[src/rtl/spi_eeprom_pkg.sv]
// Shared opcodes and protocol state type for the SPI EEPROM responder.
// OP_READ is also the fetcher's EEPROM read command.
package spi_eeprom_pkg;

    localparam logic [7:0] OP_READ  = 8'h03;
    localparam logic [7:0] OP_WRITE = 8'h02;
    localparam logic [7:0] OP_WREN  = 8'h06;
    localparam logic [7:0] OP_WRDI  = 8'h04;
    localparam logic [7:0] OP_RDSR  = 8'h05;

    typedef enum logic [2:0] {
        ST_IDLE    = 3'd0,
        ST_CMD     = 3'd1,
        ST_ADDR    = 3'd2,
        ST_RD_DATA = 3'd3,
        ST_WR_DATA = 3'd4,
        ST_RDSR    = 3'd5,
        ST_IGNORE  = 3'd6
    } state_e;

endpackage

[src/rtl/spi_pin_sync.sv]
// Multi-flop synchronizer for one asynchronous SPI pin, with rise/fall
// pulses taken from the last stage and a delayed copy of it.
module spi_pin_sync #(
    parameter int STAGES = 2
) (
    input  logic clk,
    input  logic rst_n,
    input  logic d,
    output logic q,
    output logic rise,
    output logic fall
);

    logic [STAGES-1:0] sync_q;
    logic [STAGES-1:0] sync_d;
    logic              dly_q;
    logic              dly_d;

    // Shift the pin into the chain and keep a one-cycle delayed copy of the output.
    always_comb begin
        sync_d = {sync_q[STAGES-2:0], d};
        dly_d  = sync_q[STAGES-1];
    end

    // Chain resets low; for cs_n this means a pin already low at reset release
    // produces no fall, so only a fresh cs_n fall starts a transaction.
    always_ff @(posedge clk) begin
        if (!rst_n) begin
            sync_q <= {STAGES{1'b0}};
            dly_q  <= 1'b0;
        end else begin
            sync_q <= sync_d;
            dly_q  <= dly_d;
        end
    end

    assign q    = sync_q[STAGES-1];
    assign rise = sync_q[STAGES-1] & ~dly_q;
    assign fall = ~sync_q[STAGES-1] & dly_q;

endmodule

[src/rtl/spi_eeprom_responder.sv]
// SPI mode-0 responder emulating a 25xx serial EEPROM over an internal byte
// array; all SPI pins are oversampled in the clk domain.
module spi_eeprom_responder
    import spi_eeprom_pkg::*;
#(
    parameter int MEM_AW      = 6,
    parameter int ADDR_BYTES  = 2,
    parameter int SYNC_STAGES = 2
) (
    input  logic              clk,
    input  logic              rst_n,
    input  logic              cs_n,
    input  logic              sck,
    input  logic              copi,
    output logic              cipo,
    output logic              cipo_oe,
    input  logic              load_en,
    input  logic [MEM_AW-1:0] load_addr,
    input  logic [7:0]        load_data,
    output logic              busy,
    output logic              wel,
    output logic              cmd_err
);

    localparam int                DEPTH      = 2 ** MEM_AW;
    localparam int                ADDR_BITS  = ADDR_BYTES * 8;
    localparam logic [1:0]        ABYTE_LAST = 2'(ADDR_BYTES - 1);
    localparam logic [MEM_AW-1:0] ADDR_ONE   = {{(MEM_AW-1){1'b0}}, 1'b1};

    logic [7:0] mem_q [DEPTH];

    logic cs_s, cs_rise_s, cs_fall_s;
    logic sck_s, sck_rise_s, sck_fall_s;
    logic copi_s, copi_rise_s, copi_fall_s;
    logic unused_s;

    state_e                 state_q, state_d;
    logic [2:0]             bit_cnt_q, bit_cnt_d;
    logic [1:0]             abyte_q, abyte_d;
    logic [ADDR_BITS-1:0]   addr_q, addr_d;
    logic [6:0]             rx_shift_q, rx_shift_d;
    logic [7:0]             tx_shift_q, tx_shift_d;
    logic                   op_write_q, op_write_d;
    logic                   cipo_q, cipo_d;
    logic                   cipo_oe_q, cipo_oe_d;
    logic                   busy_q, busy_d;
    logic                   wel_q, wel_d;
    logic                   cmd_err_q, cmd_err_d;

    logic [MEM_AW-1:0]      addr_lo_s;
    logic [7:0]             rx_byte_s, tx_byte_s;
    logic                   byte_done_s, spi_we_s;
    logic                   mem_we_s;
    logic [MEM_AW-1:0]      mem_waddr_s;
    logic [7:0]             mem_wdata_s;

    spi_pin_sync #(.STAGES(SYNC_STAGES)) u_cs_sync (
        .clk(clk), .rst_n(rst_n), .d(cs_n), .q(cs_s), .rise(cs_rise_s), .fall(cs_fall_s)
    );
    spi_pin_sync #(.STAGES(SYNC_STAGES)) u_sck_sync (
        .clk(clk), .rst_n(rst_n), .d(sck), .q(sck_s), .rise(sck_rise_s), .fall(sck_fall_s)
    );
    spi_pin_sync #(.STAGES(SYNC_STAGES)) u_copi_sync (
        .clk(clk), .rst_n(rst_n), .d(copi), .q(copi_s), .rise(copi_rise_s), .fall(copi_fall_s)
    );

    assign unused_s    = cs_s ^ sck_s ^ copi_rise_s ^ copi_fall_s ^ addr_q[ADDR_BITS-1];
    assign addr_lo_s   = addr_q[MEM_AW-1:0];
    assign rx_byte_s   = {rx_shift_q, copi_s};
    assign byte_done_s = (bit_cnt_q == 3'd0);
    assign tx_byte_s   = (state_q == ST_RDSR) ? {6'b000000, wel_q, 1'b0} : mem_q[addr_lo_s];

    // Protocol FSM: cs_n edges first, then sck rise (sample), then sck fall (drive).
    always_comb begin
        state_d    = state_q;
        bit_cnt_d  = bit_cnt_q;
        abyte_d    = abyte_q;
        addr_d     = addr_q;
        rx_shift_d = rx_shift_q;
        tx_shift_d = tx_shift_q;
        op_write_d = op_write_q;
        cipo_d     = cipo_q;
        cipo_oe_d  = cipo_oe_q;
        busy_d     = busy_q;
        wel_d      = wel_q;
        cmd_err_d  = cmd_err_q;
        spi_we_s   = 1'b0;
        if (cs_rise_s) begin
            state_d   = ST_IDLE;
            bit_cnt_d = 3'd7;
            abyte_d   = 2'd0;
            cipo_d    = 1'b0;
            cipo_oe_d = 1'b0;
            busy_d    = 1'b0;
            // A WRITE that reached its data phase always consumes the latch.
            wel_d     = (state_q == ST_WR_DATA) ? 1'b0 : wel_q;
        end else if (cs_fall_s) begin
            state_d   = ST_CMD;
            bit_cnt_d = 3'd7;
            abyte_d   = 2'd0;
            busy_d    = 1'b1;
        end else if (sck_rise_s) begin
            rx_shift_d = {rx_shift_q[5:0], copi_s};
            bit_cnt_d  = bit_cnt_q - 3'd1;
            case (state_q)
                ST_CMD: begin
                    if (byte_done_s) begin
                        case (rx_byte_s)
                            OP_READ:  begin state_d = ST_ADDR;   op_write_d = 1'b0; end
                            OP_WRITE: begin state_d = ST_ADDR;   op_write_d = 1'b1; end
                            OP_WREN:  begin state_d = ST_IGNORE; wel_d = 1'b1; end
                            OP_WRDI:  begin state_d = ST_IGNORE; wel_d = 1'b0; end
                            OP_RDSR:  begin state_d = ST_RDSR; end
                            default:  begin state_d = ST_IGNORE; cmd_err_d = 1'b1; end
                        endcase
                    end else begin
                        state_d = ST_CMD;
                    end
                end
                ST_ADDR: begin
                    addr_d = {addr_q[ADDR_BITS-2:0], copi_s};
                    if (byte_done_s && (abyte_q == ABYTE_LAST)) begin
                        state_d = op_write_q ? ST_WR_DATA : ST_RD_DATA;
                        abyte_d = 2'd0;
                    end else if (byte_done_s) begin
                        abyte_d = abyte_q + 2'd1;
                    end else begin
                        abyte_d = abyte_q;
                    end
                end
                ST_RD_DATA: begin
                    addr_d[MEM_AW-1:0] = byte_done_s ? (addr_lo_s + ADDR_ONE) : addr_lo_s;
                end
                ST_WR_DATA: begin
                    spi_we_s           = byte_done_s & wel_q;
                    addr_d[MEM_AW-1:0] = byte_done_s ? (addr_lo_s + ADDR_ONE) : addr_lo_s;
                end
                default: begin
                    state_d = state_q;
                end
            endcase
        end else begin
            if (sck_fall_s && ((state_q == ST_RD_DATA) || (state_q == ST_RDSR))) begin
                cipo_oe_d = 1'b1;
                if (bit_cnt_q == 3'd7) begin
                    cipo_d     = tx_byte_s[7];
                    tx_shift_d = {tx_byte_s[6:0], 1'b0};
                end else begin
                    cipo_d     = tx_shift_q[7];
                    tx_shift_d = {tx_shift_q[6:0], 1'b0};
                end
            end else begin
                cipo_d = cipo_q;
            end
        end
    end

    // Memory write port: host preload while idle, otherwise SPI data bytes.
    always_comb begin
        if (load_en && !busy_q) begin
            mem_we_s    = 1'b1;
            mem_waddr_s = load_addr;
            mem_wdata_s = load_data;
        end else begin
            mem_we_s    = spi_we_s;
            mem_waddr_s = addr_lo_s;
            mem_wdata_s = rx_byte_s;
        end
    end

    // Byte array; contents survive reset.
    always_ff @(posedge clk) begin
        if (mem_we_s) begin
            mem_q[mem_waddr_s] <= mem_wdata_s;
        end
    end

    // Protocol state and output registers.
    always_ff @(posedge clk) begin
        if (!rst_n) begin
            state_q    <= ST_IDLE;
            bit_cnt_q  <= 3'd7;
            abyte_q    <= 2'd0;
            addr_q     <= {ADDR_BITS{1'b0}};
            rx_shift_q <= 7'd0;
            tx_shift_q <= 8'd0;
            op_write_q <= 1'b0;
            cipo_q     <= 1'b0;
            cipo_oe_q  <= 1'b0;
            busy_q     <= 1'b0;
            wel_q      <= 1'b0;
            cmd_err_q  <= 1'b0;
        end else begin
            state_q    <= state_d;
            bit_cnt_q  <= bit_cnt_d;
            abyte_q    <= abyte_d;
            addr_q     <= addr_d;
            rx_shift_q <= rx_shift_d;
            tx_shift_q <= tx_shift_d;
            op_write_q <= op_write_d;
            cipo_q     <= cipo_d;
            cipo_oe_q  <= cipo_oe_d;
            busy_q     <= busy_d;
            wel_q      <= wel_d;
            cmd_err_q  <= cmd_err_d;
        end
    end

    assign cipo    = cipo_q;
    assign cipo_oe = cipo_oe_q;
    assign busy    = busy_q;
    assign wel     = wel_q;
    assign cmd_err = cmd_err_q;

endmodule
[config.mk]
export PLATFORM = sky130hd
export DESIGN_NAME = spi_eeprom_responder
export DESIGN_NICKNAME = d
export VERILOG_FILES = /design/src/rtl/spi_eeprom_pkg.sv /design/src/rtl/spi_pin_sync.sv /design/src/rtl/spi_eeprom_responder.sv
export SDC_FILE = /design/constraint.sdc
export NUM_CORES = 1
export LEC_CHECK = 0
export CAP_MARGIN = 20
export CORE_ASPECT_RATIO = 1.4
export CORE_MARGIN = 2
export CORE_UTILIZATION = 40
export DETAILED_ROUTE_END_ITERATION = 6
export MAX_ROUTING_LAYER = met4
export PLACE_DENSITY_LB_ADDON = 0.12
export SLEW_MARGIN = 20
export SYNTH_ARGS = -nofsm -noshare
export SYNTH_HDL_FRONTEND = slang
export SYNTH_HIERARCHICAL = 1
export SYNTH_SLANG_ARGS = --single-unit
export TNS_END_PERCENT = 50
[constraint.sdc]
create_clock -name clk -period 13.3 [get_ports clk]
set_input_delay 2.66 -clock clk [delete_from_list [all_inputs] [get_ports clk]]
set_output_delay 2.66 -clock clk [all_outputs]
set_load 0.01 [all_outputs]
* After elaboration in Yosys (flattened, before gate mapping)
Memory sizes are Yosys's and may differ from the RTL's. A register that Yosys moved wholly into a read port is not among the register bits.
Index checks and enable logic that the tools add are counted.
** Word-level totals
- Input port bits :: 20
- Output and inout bits :: 5
- Memories kept :: 1
- Word-level logic and storage cells :: 117
- Register bits after elaboration :: 43
- RAM bits :: 512
** Cells by class
- $add $sub $neg :: 3
- Bitwise gates (word level) :: 14
- Equality and inequality tests :: 17
- Reduce and logical (&&, ||, !) cells :: 31
- Muxes and demuxes :: 33
** Memory list
- mem_q :: depth 64, width 8, rd ports 1, clocked after memory_dff 1, wr ports 1, line spi_eeprom_responder.sv:30 : logic [7:0] mem_q [DEPTH];
** Operators by type and width (count)
- 8-bit by 3-bit equality test with 1-bit output (second input constant) :: 3
- 6-bit 2-to-1 mux :: 4
- 8-bit 2-to-1 mux :: 3
- 6-bit AND reduction :: 3
- 8-bit by 2-bit equality test with 1-bit output (second input constant) :: 2
- 1-bit 2-to-1 mux :: 16
- 2-bit nonzero test :: 8
- 3-bit AND reduction :: 5
- 3-bit case mux with 2 select lines :: 2
- 6-bit case mux with 2 select lines :: 1
- 3-bit equality test (second input constant) :: 3
- 3-bit 2-to-1 mux :: 3
- 1-bit NOT :: 9
- 6-bit by 1-bit adder with 6-bit output (second input constant) :: 1
- 3-bit by 2-bit equality test with 1-bit output (second input constant) :: 2
- 3-bit nonzero test :: 2
- 2-bit OR reduction :: 3
- 1-bit AND :: 5
- 5-bit AND reduction :: 1
- 5-bit OR reduction :: 1
- 2-bit 2-to-1 mux :: 2
- 2-bit by 1-bit != test with 1-bit output (second input constant) :: 2
- 2-bit != test (second input constant) :: 2
- 1-bit case mux with 2 select lines :: 2
- other kinds (11) :: 13

* Logic depth before layout (Yosys ltp)
- Word-level depth :: 9
- Mapped depth :: 10
- Depth with buffers taken out :: 7

* Hierarchy
Netlist, hierarchy kept.
** By module, submodules not included
- spi_eeprom_responder :: seq. area each 16175.5 µm², cells each 1221, instances 1, area an instance 22193.8 µm²
- spi_pin_sync :: seq. area each 60.1 µm², cells each 8, instances 3, area an instance 91.3 µm²

* Worst setup path after synthesis
OpenSTA, ideal clock, no wires.
- Path kind :: input to register
- From :: input load_en
- To :: memory mem_q[0][0], data pin
- Required time :: 12.598 ns
- Path slack :: 7.071 ns
- Buffers on the path :: 1
- Stages :: 3
- Setup time :: 0.702 ns
- Arrival :: 5.527 ns
- Path through :: nor2b_1 > clkbuf_1 > o21ai_0
** Between the ends
- Word-level cells in the longest chain between the ends :: 2
** RTL lines
- start: declaration :: line spi_eeprom_responder.sv:17 : input logic load_en,
- 1-bit logical AND :: line spi_eeprom_responder.sv:160 : if (load_en && !busy_q) begin
- 8-bit 2-to-1 mux :: line spi_eeprom_responder.sv:160
- net mem_wdata_s[0] :: line spi_eeprom_responder.sv:55 : logic [7:0] mem_wdata_s;
- end: declaration :: line spi_eeprom_responder.sv:30
The timed path passes the listed nets, and every way through them passes these cells.

* Final worst setup path
- From :: input load_en
- To :: memory mem_q[8][3], enable pin
** Between the ends
- Word-level cells in the longest chain between the ends :: 4
- Elaborated cells on any way between the ends :: 5
- Those cells by class :: mux: 4; reduce/logical: 1
** RTL lines
- 1-bit logical AND (*) :: line spi_eeprom_responder.sv:160
- 1-bit 2-to-1 mux :: line spi_eeprom_responder.sv:160
- 1-bit 2-to-1 mux :: line spi_eeprom_responder.sv:173 : if (mem_we_s) begin
- 1-bit 2-to-1 mux (not written as such) :: line spi_eeprom_responder.sv:174 : mem_q[mem_waddr_s] <= mem_wdata_s;
Every way passes the cells marked *; elsewhere a longest branch is shown, timed or not.

==> summary.md <==
| Metric | Value |
|---|---|
| Core area | `55390 sq um` |
| CP max-delay cell | `nor2b_2` |
| Post-route DRC | `0` |
| Fin util | `45.21%` |
| CTS root buffer | `clkbuf_16` |
| Worst reg-to-reg setup slack | `9.66 ns` |
| Drt first-iter violations | `1169` |
| Yosys warnings | `6` |
| TritonRoute pass-1 iters | `5` |
| Avg Inst Size Synth | `18.07 sq um` |
| N_diodes | `0` |
| Grt total ovfl | `0` |
| Hold WC Path Type | `reg -> reg` |
| Vias in the first global route | `11840` |
| Cts bufs inserted | `52` |
| Min Tclk post-route | `5.465 ns` |
| Antenna Nets Post-Route | `0` |
| Non-filler cells, final | `2034` |
| Post-CTS Hold Buffers | `0` |
| Total power | `3.475 mW` |
| Worst r2r dst | `mem_q[48][5]$_DFFE_PP_` |
| FF-to-FF path depth | `7` |
| Die height | `284.2 microns` |
| WHS Endpoint | `u_copi_sync/sync_q[1]$_SDFF_PN0_` |
| Critical path peak fanout | `20` |
| Post-detail-place hpwl | `36810 microns` |
| H-tree Lvls | `2` |
| Fin crit share | `41.09%` |
| Critical Path AT | `5.69 ns` |
| Placer congestion estimate | `0.8525` |
| Syn-to-layout area delta | `11.64%` |
| Worst vdd ir | `0.1087 mV` |
| Area of the multi-input gates | `5741 sq um` |
| First-pass GRT wire length | `86770 microns` |
| Power Density | `138.8 nW/um^2` |
| Vias per cell | `5.645` |
| Largest stage delay, worst path | `0.76 ns` |
| GRT Total Usage | `21.65%` |
| Routed len/inst | `29.58 microns` |
| CTS Buffer Depth | `3` |
| Postcts setup bufs | `0` |
| Max-cap check violation count | `0` |
| DIE WIDTH | `204.1 microns` |
| Post-Synthesis Cells | `1241` |
| Sequential standard cell area | `16350 sq um` |
| Share of cells above drive strength 1 | `17.53%` |
| Largest net degree at the start of global routing | `98` |
| Hold Startpoint | `u_copi_sync/sync_q[0]$_SDFF_PN0_` |
| Clk slew on worst S/H paths | `0.06 ns` |
| Placed Cells | `1941` |
| Pleak | `7.609 nW` |
| # setup viols final | `0` |
| Clock sinks | `560` |
| Slew Limit Fails | `0` |
| Vias | `11480` |
| Unrepaired setup endpoints after global routing | `false` |
| Fin. Hold Viols | `0` |
| Critical path class | `in -> reg` |
| Synthesized area | `22430 sq um` |
| Initial antenna violation count | `0` |
| TritonCTS clock tree | `yes` |
| Worst-Skew Late Latency | `0.59 ns` |
| Die area | `58010 sq um` |
| Post-Syn Nets | `1265` |
| WL final | `60170 microns` |
| Worst path cell trace | `clkdlybuf4s50_1 > nor2b_2 > mux2i_1 > nand2_1 > nor2_1` |
| Slew headroom | `32.28%` |
| Setup crit end kind | `flop` |
| Fillers | `4770` |
| R2R Path Start | `u_sck_sync/sync_q[1]$_SDFF_PN0_` |
| Clk_skew | `0.01606 ns` |
| Min-Delay Path Depth | `1` |
| Nets | `1291` |
| Initial core utilization | `40.49%` |
| Placement row count | `102` |
| Worst Max-Slew Pin Slew | `1.016 ns` |
| CP startpoint kind | `input pin` |
| Status | `complete, no violations` |
| Fmax | `183.0 MHz` |
| Port bufs | `24` |
| # IOs | `25` |
| WP data required | `13.52 ns` |
| Fin Setup TNS | `0 ns` |
| Post-cts resize count | `0` |
-- state kept, by name, summed over array words and instances (netlist names), 2 cells and up, named ones only --
register and count:
tx_shift_q 7, state_q 3, bit_cnt_q 3, u_cs_sync/sync_q 2
mem_q 512, u_sck_sync/sync_q 2, rx_shift_q 7, u_copi_sync/sync_q 2
addr_q 6, abyte_q 2
-- worst max path at each step --
| stage | startpoint | endpoint | slack (ns) | depth (start not counted) |
|---|---|---|---|---|
| 2_1_floorplan | load_en | mem_q[0][0]$_DFFE_PP_ | 7.07 | 3 |
| 3_3_place_gp | load_en | mem_q[8][1]$_DFFE_PP_ | 7.22 | 5 |
| 3_5_place_dp | load_en | mem_q[8][6]$_DFFE_PP_ | 7.15 | 5 |
| 4_1_cts | load_en | mem_q[8][3]$_DFFE_PP_ | 7.77 | 5 |
| 5_1_grt | load_en | mem_q[59][0]$_DFFE_PP_ | 7.64 | 6 |
| 6_report | load_en | mem_q[8][3]$_DFFE_PP_ | 7.83 | 5 |
-- worst max-delay path, delay by kind of cell --
family	cells	cell delay (ns)
buf+inv	1	0.47
mux	1	0.60
simple gates	3	1.93
-- stage by stage --
stage | area, sq um | setup slack [ns] | hold WS [ns]
3_3_place_gp | 23400 | 7.219 | 0.4209
5_1_grt | 25040 | 7.641 | 0.4595
6_report | 25040 | 7.835 | 0.4394
4_1_cts | 25040 | 7.769 | 0.4386
3_5_place_dp | 23400 | 7.153 | 0.4324
2_1_floorplan | 22430 | 7.071 | 0.4118
-- final cells by class --
type                    instances  area share (%)
clock buffers                  63           5.532
clock inverters                30           1.024
inverters                      11          0.1649
multi-input cells             604           22.93
flip-flops and latches        560           65.29
well taps                     728           3.638
repair buffers                 38           1.429
-- power by group --
group | internal [mW] | switching [mW] | total (mW)
sequential | 1.93 | 0.00288 | 1.93
combinational | 0.0142 | 0.0656 | 0.0797
clock | 0.816 | 0.645 | 1.46
total | 2.76 | 0.713 | 3.47
-- cell usage in the layout, fill, tap and decap left out, drive strengths merged, types with 6 or more instances in the layout --
cell type and instances:
inv 11, dfxtp 48, mux4 130, nand2 110, clkdlybuf4s50 24, nor2b 24
edfxtp 512, mux2i 16, nor3 10, o22ai 8, nor2 91, nand4 8
a21oi 29, and2 12, mux2 12, a211oi 7, o211ai 6, buf 14
and3 6, a22oi 10, a2111oi 6, nand3 16, clkinv 21, o21ai 16
clkbuf 63, nand2b 11, nand3b 6
-- routing by layer --
metal | global-route usage [%] | part of all wire, % | vias up
li1 | - | - | 5024
met1 | 27.68 | 41 | 6021
met2 | 36.27 | 52 | 336
met3 | 2.350 | 4.4 | 100
met4 | 6.902 | 3.3 | 0
met5 | - | 0 | -
(Power assumes the default switching activity.)
